## src/rtl/mcu_spi_pkg.sv

```systemverilog
// Shared constants and types for the IO-MCU SPI target.
// Target IDs select which on-chip MCU target sees the payload.
package mcu_spi_pkg;

  localparam logic [7:0] TGT_SYS  = 8'd0;
  localparam logic [7:0] TGT_OSD  = 8'd1;
  localparam logic [7:0] TGT_HID  = 8'd2;
  localparam logic [7:0] TGT_SDC  = 8'd3;
  localparam logic [7:0] TGT_NONE = 8'hFF;

  typedef enum logic [1:0] {
    IDLE,
    TARGET,
    CMD,
    DATA
  } state_t;

  function automatic logic tgt_valid(
    input logic [7:0] t
  );
    return t[7:2] == 6'd0;
  endfunction

endpackage

```

## src/rtl/mcu_spi_sync_edge.sv

```systemverilog
// N-stage synchronizer for an asynchronous SPI pin with
// rise/fall detection on the synchronized level.
module spi_sync_edge #(
  parameter int N = 2
) (
  input  logic clk,
  input  logic din,
  output logic q,
  output logic rise,
  output logic fall
);

  logic [N-1:0] sync;
  logic         q_d;

  // Free-running, so a reset never manufactures a fake edge.
  always_ff @(posedge clk) begin
    sync <= {sync[N-2:0], din};
    q_d  <= sync[N-1];
  end

  assign q    = sync[N-1];
  assign rise = q & ~q_d;
  assign fall = ~q & q_d;

endmodule

```

## src/rtl/mcu_spi.sv

```systemverilog
// SPI mode-0 target: target byte, then command/payload bytes
// strobed to the selected MCU target, reply shifted on MISO.
module mcu_spi
  import mcu_spi_pkg::*;
#(
  parameter int SYNC_STAGES = 2
) (
  input  logic       clk,
  input  logic       reset,
  input  logic       spi_sck,
  input  logic       spi_ss_n,
  input  logic       spi_mosi,
  output logic       spi_miso,
  output logic [7:0] data_in,
  output logic       data_in_start,
  output logic       sys_strobe,
  output logic       osd_strobe,
  output logic       hid_strobe,
  output logic       sdc_strobe,
  input  logic [7:0] sys_data_out,
  input  logic [7:0] osd_data_out,
  input  logic [7:0] hid_data_out,
  input  logic [7:0] sdc_data_out
);

  logic sck_unused;
  logic sck_rise;
  logic sck_fall;
  logic ss_q;
  logic ss_rise_unused;
  logic ss_fall;

  spi_sync_edge #(.N(SYNC_STAGES)) u_sck (
    .clk  (clk),
    .din  (spi_sck),
    .q    (sck_unused),
    .rise (sck_rise),
    .fall (sck_fall)
  );

  spi_sync_edge #(.N(SYNC_STAGES)) u_ss (
    .clk  (clk),
    .din  (spi_ss_n),
    .q    (ss_q),
    .rise (ss_rise_unused),
    .fall (ss_fall)
  );

  logic [SYNC_STAGES-1:0] mosi_sync;
  logic                   mosi_q;

  always_ff @(posedge clk) begin
    mosi_sync <= {mosi_sync[SYNC_STAGES-2:0], spi_mosi};
  end

  assign mosi_q = mosi_sync[SYNC_STAGES-1];

  state_t     state;
  state_t     state_n;
  logic [2:0] bit_cnt;
  logic [6:0] rx_shift;
  logic [7:0] rx_next;
  logic [7:0] target;
  logic [7:0] tx_shift;
  logic [7:0] tx_next;
  logic [7:0] reply_sel;
  logic [3:0] strobe_q;
  logic [3:0] strobe_n;
  logic       active;
  logic       rise_v;
  logic       fall_v;
  logic       byte_done;
  logic       load_pl;
  logic       start_n;

  // A high ss_n overrides any SCK edge seen in the same cycle.
  assign active    = ~ss_q;
  assign rise_v    = sck_rise & active & (state != IDLE);
  assign fall_v    = sck_fall & active & (state != IDLE);
  assign rx_next   = {rx_shift, mosi_q};
  assign byte_done = rise_v & (bit_cnt == 3'd7);

  always_ff @(posedge clk) begin
    if (reset) begin
      state <= IDLE;
    end else begin
      state <= state_n;
    end
  end

  always_comb begin
    state_n = state;
    if (!active) begin
      state_n = IDLE;
    end else begin
      case (state)
        IDLE:    if (ss_fall)   state_n = TARGET;
        TARGET:  if (byte_done) state_n = CMD;
        CMD:     if (byte_done) state_n = DATA;
        DATA:    state_n = DATA;
        default: state_n = IDLE;
      endcase
    end
  end

  always_comb begin
    reply_sel = 8'h00;
    case (target)
      TGT_SYS: reply_sel = sys_data_out;
      TGT_OSD: reply_sel = osd_data_out;
      TGT_HID: reply_sel = hid_data_out;
      TGT_SDC: reply_sel = sdc_data_out;
      default: reply_sel = 8'h00;
    endcase
  end

  always_comb begin
    strobe_n = 4'b0000;
    load_pl  = 1'b0;
    start_n  = 1'b0;
    tx_next  = tx_shift;
    if ((state == CMD || state == DATA) && byte_done &&
        tgt_valid(target)) begin
      load_pl  = 1'b1;
      start_n  = (state == CMD);
      strobe_n = 4'b0001 << target[1:0];
    end
    // Reply loads on the 8th fall; the CMD byte still returns zero.
    if (!active) begin
      tx_next = 8'h00;
    end else if (fall_v) begin
      if (bit_cnt == 3'd0) begin
        tx_next = (state == DATA) ? reply_sel : 8'h00;
      end else begin
        tx_next = {tx_shift[6:0], 1'b0};
      end
    end
  end

  always_ff @(posedge clk) begin
    if (reset) begin
      bit_cnt       <= 3'd0;
      rx_shift      <= 7'd0;
      target        <= TGT_NONE;
      tx_shift      <= 8'h00;
      strobe_q      <= 4'b0000;
      data_in       <= 8'h00;
      data_in_start <= 1'b0;
    end else begin
      strobe_q <= strobe_n;
      tx_shift <= tx_next;
      if (!active) begin
        bit_cnt <= 3'd0;
        target  <= TGT_NONE;
      end else if (rise_v) begin
        bit_cnt  <= bit_cnt + 3'd1;
        rx_shift <= rx_next[6:0];
        if (byte_done && state == TARGET) begin
          target <= rx_next;
        end
      end
      if (load_pl) begin
        data_in       <= rx_next;
        data_in_start <= start_n;
      end
    end
  end

  assign spi_miso   = tx_shift[7];
  assign sys_strobe = strobe_q[0];
  assign osd_strobe = strobe_q[1];
  assign hid_strobe = strobe_q[2];
  assign sdc_strobe = strobe_q[3];

endmodule

```

## config.mk

```make
export PLATFORM = sky130hd
export DESIGN_NAME = mcu_spi
export DESIGN_NICKNAME = d
export VERILOG_FILES = /design/src/rtl/mcu_spi_pkg.sv /design/src/rtl/mcu_spi_sync_edge.sv /design/src/rtl/mcu_spi.sv
export SDC_FILE = /design/constraint.sdc
export NUM_CORES = 1
export LEC_CHECK = 0
export BUFFER_PORTS_ARGS = -buffer_cell sky130_fd_sc_hd__buf_4
export CORE_UTILIZATION = 45
export DETAILED_ROUTE_END_ITERATION = 7
export MAX_ROUTING_LAYER = met4
export PLACE_DENSITY = 0.68
export SLEW_MARGIN = 15
export SYNTH_ARGS = -nofsm -noshare
export SYNTH_HDL_FRONTEND = slang
export SYNTH_SLANG_ARGS = --single-unit
```

## constraint.sdc

```tcl
create_clock -name clk -period 1.9 [get_ports clk]
set_clock_uncertainty 0.15 [all_clocks]
set_input_delay 0.19 -clock clk [delete_from_list [all_inputs] [get_ports clk]]
set_output_delay 0.19 -clock clk [all_outputs]
set_load 0.005 [all_outputs]
```

==> summary.md, run 1 <==
| Metric | Value |
|---|---|
| Status | `completed` |
| Cell Area, Placed | `0.00250 mm²` |
| Max IR drop VDD | `442 µV` |
| Met3 wire len | `211 µm` |
| Top Ports | `51` |
| Syn_nets | `238` |
| Net Sw Frac | `20.7%` |
| Worst EP required | `1.94 ns` |
| Highest routed layer | `met4` |
| Distinct cell type count after synthesis | `36` |
| Cell taking the most area after synthesis | `dfxtp_1` |
| Largest net degree at the start of global routing | `23` |
| Comb power frac | `6.3%` |
| Vias in the first global route | `1540` |
| Initial antenna violation count | `0` |
| Synth cell count leaders | `dfxtp_1 (49), nor2_1 (27), nand2_1 (22), a21oi_1 (19), mux2i_1 (9)` |
| PortBufs | `50` |
| Wirelength per Cell | `13.6 µm` |
| Worst Tran Pin Value | `0.659 ns` |
| M1 WL | `1880 µm` |
| Core Region | `0.00435 mm²` |
| Leading cell type by number of instances after synthesis | `dfxtp_1` |
| Bufs on Longest Clock Path | `2` |
| Final nets | `294` |
| Num rows | `24` |
| Top cell type's share of synthesized area | `48.0%` |
| Num CTS Buffers | `5` |
| Relative slew slack | `55.8%` |
| Routed Antenna Nets | `0` |
| Post-synth top flop | `dfxtp_1` |
| Synthesized instance count | `198` |
| Setup TNS | `0 ns` |
| Clk slew on worst S/H paths | `0.08 ns` |
| Syn Area/Cell | `10.3 µm²` |
| Die X | `69.4 µm` |
| Vias after detailed routing | `1610` |
| Tcrit/Tclk final | `94.8%` |
| Synth Cell Area | `0.00204 mm²` |
| Final WL | `4160 µm` |
| Initial Util | `47.0%` |
| Worst Path Class, Setup | `flop to flop` |
| Detail Placement HPWL | `3000 µm` |
| Crit start category | `flop` |
| Max Slew Vio Count | `0` |
| H-tree levels | `2` |
| Hold WC Path Type | `primary input to flop` |
| Yosys reg bits | `49` |
| CP most frequent cell | `ha_1` |
| Core Util, Final | `60.4%` |
| RSZ-0062 raised after global routing | `no` |
| Antenna diodes | `0` |
| Crit path arrival time | `1.84 ns` |
| GPL Wtd Cong | `0.805` |
| DR vias/cell | `5.26` |
| Internal power | `1.40 mW` |
| Clock Latency Late Sink | `0.30 ns` |
| Hold slack | `0.0864 ns` |
| Fraction of layout cells with a size suffix above 1 | `33.5%` |
| Root Driver | `clkbuf_8` |
| Leakage power | `1.13 nW` |
| DRT Pass-1 Iters | `4` |
| Placed insts | `296` |
| Sequential share of power | `59.2%` |
| DR WL met2 | `2010 µm` |
| Die Y | `69.4 µm` |
| Reg2reg setup slack | `0.1 ns` |
| Max Cap Viol | `0` |
| CTS tree | `yes` |
| Post-Layout Cell Count | `306` |
| Layout Cell Area excl Fill | `0.00263 mm²` |
| # Post-CTS Setup Buffers | `0` |
| Critical-path cell list | `ha_1 -> ha_1 -> and4bb_2 -> nand4_4 -> buf_12 -> mux2i_2 -> nor2_1` |
| Clock tree sinks | `49` |
| CP endpoint kind | `flop` |
| First-pass GRT wire length | `7090 µm` |
| Synthesis-to-finish area growth | `28.6%` |
| Slowest CP cell | `dfxtp_2` |
| Initial drt markers | `116` |
| Fmax | `0.555 GHz` |
| Residual DRC | `0` |
| GRT Util Overall | `18.9%` |
| GRT overflow | `0` |
| Synth Warn # | `0` |
| Number of enable flip-flop cells after synthesis | `0` |
| Synth area leaders | `dfxtp_1 (48%), mux4_2 (5.5%), nor2_1 (5.0%), a21oi_1 (4.7%), mux2i_1 (4.4%)` |
| Clock power frac | `34.4%` |
| Setup violations, final | `0` |
| Sequential fraction of the synthesis area | `48.0%` |
| Max FO, Critical Path | `13` |
| Post-synth ARST share | `0%` |
| Die area | `0.00482 mm²` |
| Switch Pwr | `0.365 mW` |
| Pwr Density | `671 mW/mm²` |
| Final Critical Period | `1.80 ns` |
| Endpoints failing hold | `0` |
| CP peak stage delay | `0.34 ns` |
## cell families (layout without fill, tap and decap cells)
group           count (synthesis)  in the layout  share of synthesized area (%)
compound gates                 35             35                           10.5
xor+xnor                        1              1                          0.428
fa+ha+maj                       3              3                           1.84
buf+inv                        15             71                           3.98
flops                          49             49                           48.0
mux                            17             17                           13.8
simple gates                   78             78                           21.5
## path summary, 6_finish.rpt
path                              startpoint      endpoint  depth (start not counted)
worst max register to register    bit_cnt[0]    data_in[4]                          7
worst max-delay path              bit_cnt[0]    data_in[4]                          7
worst min-delay path                   reset    data_in[2]                          2
worst min register to register  u_ss.sync[0]  u_ss.sync[1]                          0
## flip-flops by register name, summed over array words and instances, names as in the netlist
register,count
target,8
bit_cnt,3
state,2
u_ss.sync,2
data_in_start,1
u_sck.q_d,1
data_in,8
u_ss.q_d,1
u_sck.sync,2
mosi_sync,2
rx_shift,7
strobe_q,4
tx_shift,8
## stage by stage
step / power (mW) / setup slack [ns]
6_report: 1.76 / 0.0991
5_1_grt: 1.84 / 0.00131
4_1_cts: 1.79 / 0.0798
3_5_place_dp: 1.18 / 0.119
3_3_place_gp: 1.18 / 0.163
2_1_floorplan: 1.11 / 0.166
## layout by cell type, fill, tap and decap left out, types with 2 or more instances in the layout
master,n
clkbuf_8,6
buf_12,2
nor2_1,27
mux4_1,3
nor3b_2,2
dfxtp_2,2
o21ai_0,5
nand3_1,4
a31oi_1,3
a221oi_2,2
inv_1,2
nor2b_1,2
mux2i_1,8
ha_1,3
nand2_1,22
buf_4,57
a221oi_1,3
nor3_1,8
mux4_2,5
o21ai_1,2
dlygate4sd3_1,3
dfxtp_1,47
nor4b_2,2
a21oi_1,19
## layout make-up
cell class | instances | area [µm²]
inverters | 2 | 7.51
flip-flops and latches | 49 | 983
fillers | 391 | 1720
multi-input cells | 134 | 986
repair buffers | 62 | 498
clock inverters | 1 | 7.51
well taps | 52 | 65.1
clock buffers | 6 | 82.6
## per-layer routing
layer / global-route usage (%) / up-vias
met5: - / -
met4: 6.12 / 0
met3: 5.52 / 6
met2: 29.7 / 38
met1: 23.3 / 751
li1: - / 815
## timing repair
action	4_1_cts	5_1_grt
hold buffers	3	0
hold endpoints to repair	3	0
setup endpoints to repair	0	3
gates resized for setup	0	3
## power by group through the flow
stage	registers, mW	clock network [mW]	logic (mW)
after floorplan	1.07	0	0.0433
after global placement	1.07	0	0.107
after detailed placement	1.07	0	0.108
after CTS	1.05	0.631	0.113
after global routing	1.05	0.673	0.120
final	1.05	0.607	0.112
## worst max-delay path: cells and delay by family (launching register included)
family | cells | cell delay, ns
simple gates | 3 | 0.42
fa+ha+maj | 2 | 0.40
flops | 1 | 0.34
mux | 1 | 0.21
buf+inv | 1 | 0.16
(Power assumes the default switching activity.)
==> inputs of run 2 (changes only) <==
--- a/config.mk
+++ b/config.mk
@@ -10,6 +10,7 @@
 export DETAILED_ROUTE_END_ITERATION = 7
 export MAX_ROUTING_LAYER = met4
 export PLACE_DENSITY = 0.68
+export RECOVER_POWER = 25
 export SLEW_MARGIN = 15
 export SYNTH_ARGS = -nofsm -noshare
 export SYNTH_HDL_FRONTEND = slang
==> constraint.sdc (replaced) <==
create_clock -name clk -period 1.9 [get_ports clk]
set_clock_uncertainty 0.15 [all_clocks]
set_input_delay 0.38 -clock clk [delete_from_list [all_inputs] [get_ports clk]]
set_output_delay 0.38 -clock clk [all_outputs]
set_load 0.005 [all_outputs]
==> run 2 against run 1 <==
  * Die area did not move
  * Largest power group unchanged
  * Critical endpoint is now data_in[1]
  * Utilization fell by 0.43 points
  * Critical path type unchanged
  * Via count fell by 1.1%
  * Count of clock-buffer cells in the layout did not move
  * Clock power rose by 20%
==> summary.md, run 2 (synthesis results as in run 1) <==
| Metric | Value |
|---|---|
| Crit path arrival time | `1.82 ns` |
| Critical-path cell list | `ha_1 -> ha_1 -> and4bb_2 -> nand4_4 -> buf_12 -> mux2i_1 -> nor2_1` |
| R2R cell count | `7` |
| Core Region | `0.00435 mm²` |
| RSZ-0062 raised after global routing | `no` |
| Worst EP required | `1.94 ns` |
| H-tree levels | `2` |
| Endpoints failing hold | `0` |
| Worst R2R End | `data_in[1]` |
| Max IR drop VDD | `437 µV` |
| Root Driver | `clkbuf_8` |
| Slowest CP cell | `dfxtp_2` |
| CTS tree | `yes` |
| Top flop regs | `data_in (8), target (8), tx_shift (8)` |
| Tcrit/Tclk final | `93.8%` |
| Bufs on Longest Clock Path | `2` |
| Initial drt markers | `117` |
| Die Y | `69.4 µm` |
| Vias in the first global route | `1556` |
| Max Slew Vio Count | `0` |
| Hold Path Stages | `1` |
| DR vias/cell | `5.22` |
| GRT overflow | `0` |
| Tot Pwr | `1.88 mW` |
| Initial Util | `47.0%` |
| # Post-CTS Setup Buffers | `0` |
| Top Ports | `51` |
| Crit start category | `flop` |
| DRT Pass-1 Iters | `4` |
| Num CTS Buffers | `5` |
| Hold EP | `mosi_sync[0]` |
| Fmax | `0.561 GHz` |
| GPL Wtd Cong | `0.810` |
| Worst Path Class, Setup | `flop to flop` |
| Routed Antenna Nets | `0` |
| Antenna diodes | `0` |
| Worst Tran Pin Value | `0.654 ns` |
| R2r startpoint | `bit_cnt[0]` |
| Final WL | `4080 µm` |
| Post-cts sizing count | `0` |
| Max FO, Critical Path | `13` |
| Initial antenna violation count | `0` |
| Synthesis-to-finish area growth | `27.7%` |
| GRT Util Overall | `18.9%` |
| Setup TNS | `0 ns` |
| Largest net degree at the start of global routing | `23` |
| Relative slew slack | `56.1%` |
| Final nets | `292` |
| Die area | `0.00482 mm²` |
| First-pass GRT wire length | `6940 µm` |
| Num rows | `24` |
| Hold Crit Start | `spi_mosi` |
| Hold WC Path Type | `primary input to flop` |
| Clock tree sinks | `49` |
| Die X | `69.4 µm` |
| Most common cell after layout, fill and taps aside | `buf_4` |
| CP most frequent cell | `ha_1` |
| PortBufs | `50` |
| Hold Buf Count CTS | `0` |
| Clk slew on worst S/H paths | `0.09 ns` |
| CP endpoint kind | `flop` |
| Final Critical Period | `1.78 ns` |
| Detail Placement HPWL | `2980 µm` |
| Fill count | `394` |
| Max Cap Viol | `0` |
| Pwr Density | `719 mW/mm²` |
| Setup violations, final | `0` |
| Leakage power | `1.13 nW` |
| Fraction of layout cells with a size suffix above 1 | `33.2%` |
| Clock Latency Late Sink | `0.30 ns` |
| Residual DRC | `0` |
| Reg2reg setup slack | `0.12 ns` |
| CP peak stage delay | `0.34 ns` |
| Vias after detailed routing | `1592` |
| Status | `completed` |
| Most frequent cells in the layout | `buf_4 (50), dfxtp_1 (48), nor2_1 (27)` |
| Wirelength per Cell | `13.4 µm` |
run 2: metal layers:
layer / vias to the layer above / global-route usage (%) / part of all wire, %
li1: 814 / - / -
met1: 736 / 22.2 / 46
met2: 38 / 30.4 / 48
met3: 4 / 5.38 / 5.1
met4: 0 / 7.48 / 1.1
met5: - / - / 0
run 2: how the worst max path moves through the flow:
stage,startpoint,cells past startpoint,to
6_report,bit_cnt[0],7,data_in[1]
5_1_grt,bit_cnt[1],6,strobe_q[3]
4_1_cts,bit_cnt[0],7,data_in[1]
3_5_place_dp,bit_cnt[0],7,data_in[1]
3_3_place_gp,bit_cnt[0],7,data_in[4]
2_1_floorplan,bit_cnt[0],7,data_in[2]
run 2: cell type report:
class / count / area [µm²] / share of cell area (%)
Sequential cell: 49 / 982 / 37.6
Timing Repair Buffer: 60 / 463 / 17.7
Clock buffer: 6 / 72.6 / 2.78
Inverter: 2 / 7.51 / 0.287
Tap cell: 52 / 65.1 / 2.49
Multi-Input combinational cell: 134 / 982 / 37.6
Clock inverter: 2 / 38.8 / 1.49
run 2: report_power, final:
| group | switching [mW] | internal (mW) |
|---|---|---|
| Combinational | 0.0358 | 0.0695 |
| Clock | 0.332 | 0.395 |
| Sequential | 0.00890 | 1.04 |
run 2: critical path, delay by kind of cell (launching register included):
family / cells / cell delay [ns]
mux: 1 / 0.19
buf+inv: 1 / 0.16
flops: 1 / 0.34
fa+ha+maj: 2 / 0.40
simple gates: 3 / 0.43
run 2: stage by stage:
stage	hold slack (ns)	utilization, %	area, µm²	std cells	worst slack, ns
2_1_floorplan	0.160	-	2040	198	0.166
3_3_place_gp	0.161	57.4	2500	297	0.163
3_5_place_dp	0.163	57.4	2500	297	0.115
4_1_cts	0.0112	59.9	2610	305	0.0957
5_1_grt	0.0260	60.0	2610	305	0.00593
6_report	0.0424	60.0	2610	305	0.118
==> inputs of run 3 (changes only) <==
--- a/config.mk
+++ b/config.mk
@@ -10,8 +10,8 @@
 export DETAILED_ROUTE_END_ITERATION = 7
 export MAX_ROUTING_LAYER = met4
 export PLACE_DENSITY = 0.68
-export RECOVER_POWER = 25
-export SLEW_MARGIN = 15
+export RECOVER_POWER = 100
+export SLEW_MARGIN = 0
 export SYNTH_ARGS = -nofsm -noshare
 export SYNTH_HDL_FRONTEND = slang
 export SYNTH_SLANG_ARGS = --single-unit
==> run 3 against run 2 <==
  * Critical path depth did not move
  * Wire length rose by 0.24%
  * Global-route usage did not move
  * Die area did not move
  * Fmax barely moved
  * Final cell count did not move
  * Flip-flop and latch count did not move
  * Critical path type unchanged
  * Largest power group unchanged
==> summary.md, run 3 (synthesis results as in run 1) <==
| Metric | Value |
|---|---|
| Status | `completed` |
| CTS tree | `yes` |
| Largest net degree at the start of global routing | `23` |
| Clk slew on worst S/H paths | `0.09 ns` |
| H-tree levels | `2` |
| Die area | `0.00482 mm²` |
| Core Region | `0.00435 mm²` |
| Tcrit/Tclk final | `93.9%` |
| Synthesis-to-finish area growth | `26.6%` |
| Most common cell after layout, fill and taps aside | `dfxtp_1` |
| Max Slew Vio Count | `0` |
| Top flop regs | `data_in (8), target (8), tx_shift (8)` |
| GRT met1 Usage | `22.2%` |
| Setup violations, final | `0` |
| Max FO, Critical Path | `13` |
| Wirelength per Cell | `13.4 µm` |
| Relative slew slack | `61.7%` |
| GR Util met3 | `5.38%` |
| GR peak layer | `met2` |
| Crit path arrival time | `1.82 ns` |
| Final WL | `4090 µm` |
| CP peak stage delay | `0.34 ns` |
| Pwr Density | `725 mW/mm²` |
| Die Y | `69.4 µm` |
| GPL Wtd Cong | `0.810` |
| GRT Util Overall | `18.9%` |
| Fmax | `0.561 GHz` |
| Initial antenna violation count | `0` |
| Routed Antenna Nets | `0` |
| CP most frequent cell | `ha_1` |
| Vias in the first global route | `1556` |
| Post-Layout Cell Count | `305` |
| CP endpoint kind | `flop` |
| Clock Latency Late Sink | `0.30 ns` |
| Met2 usage in global routing | `30.4%` |
| Worst Tran Pin Value | `0.570 ns` |
| Hold slack | `0.0406 ns` |
| CP Launch Point | `bit_cnt[0]` |
| Antenna diodes | `0` |
| Setup TNS | `0 ns` |
| Initial Util | `47.0%` |
| Endpoints failing hold | `0` |
| GRT overflow | `0` |
| Vias after detailed routing | `1614` |
| Buffers & Inverters on Critical Path | `1` |
| Num rows | `24` |
| Num CTS Buffers | `5` |
| Worst EP required | `1.94 ns` |
| Root Driver | `clkbuf_8` |
| PortBufs | `50` |
| Top Ports | `51` |
| Bufs on Longest Clock Path | `2` |
| Fill count | `400` |
| DRT Pass-1 Iters | `4` |
| Max IR drop VDD | `435 µV` |
| Crit start category | `flop` |
| Critical-path cell list | `ha_1 -> ha_1 -> and4bb_2 -> nand4_4 -> buf_12 -> mux2i_1 -> nor2_1` |
| DR vias/cell | `5.29` |
| CP top delay family | `simple AND/OR/NAND/NOR gates` |
| # Post-CTS Setup Buffers | `0` |
| First-pass GRT wire length | `6940 µm` |
| Most frequent cells in the layout | `dfxtp_1 (48), buf_4 (40), nor2_1 (27)` |
| Die X | `69.4 µm` |
| Final Critical Period | `1.78 ns` |
| Hold Crit Start | `spi_mosi` |
| Detail Placement HPWL | `2980 µm` |
| Initial drt markers | `100` |
| Leakage power | `1.11 nW` |
| RSZ-0062 raised after global routing | `no` |
| Worst Path Class, Setup | `flop to flop` |
| Placed insts | `297` |
| Max Cap Viol | `0` |
| Fraction of layout cells with a size suffix above 1 | `32.0%` |
| R2r startpoint | `bit_cnt[0]` |
| Slowest CP cell | `dfxtp_2` |
| Clock tree sinks | `49` |
| Residual DRC | `0` |
| Hold WC Path Type | `primary input to flop` |
| Final nets | `292` |
run 3: repair_timing:
item,CTS,global route
hold buffers,0,0
endpoints found under the setup margin,0,3
resized for setup,0,1
run 3: path summary, 6_finish.rpt:
check                       to  slack [ns]  depth (start not counted)
hold / removal    mosi_sync[0]        0.04                          1
setup / recovery    data_in[1]        0.12                          7
setup reg to reg    data_in[1]        0.12                          7
hold reg to reg   u_ss.sync[1]        0.18                          0
run 3: per-layer routing:
metal	wire length [µm]	vias to the layer above
met5	0	-
li1	-	816
met1	1870	757
met3	218	5
met2	1940	36
met4	59	0
run 3: power by group:
| part | leakage [nW] | internal [mW] | switching, mW |
|---|---|---|---|
| clock | 0.0554 | 0.395 | 0.333 |
| sequential | 0.399 | 1.04 | 0.00842 |
| combinational | 0.660 | 0.0689 | 0.0356 |
| total | 1.11 | 1.50 | 0.377 |
run 3: through the flow:
stage	utilization [%]	instance area [µm²]	worst slack (ns)	total power [mW]
detailed placement	57.4	2500	0.115	1.18
finish	59.5	2590	0.117	1.88
global route	59.5	2590	0.00593	1.95
CTS	59.9	2610	0.0957	1.91
global placement	57.4	2500	0.163	1.18
floorplan	-	2040	0.166	1.11
run 3: layout make-up:
class	instances	area, µm²	area share, %
Clock buffer	6	72.6	2.80
Clock inverter	2	38.8	1.50
Inverter	2	7.51	0.290
Multi-Input combinational cell	134	965	37.3
Sequential cell	49	982	37.9
Tap cell	52	65.1	2.51
Timing Repair Buffer	60	458	17.7
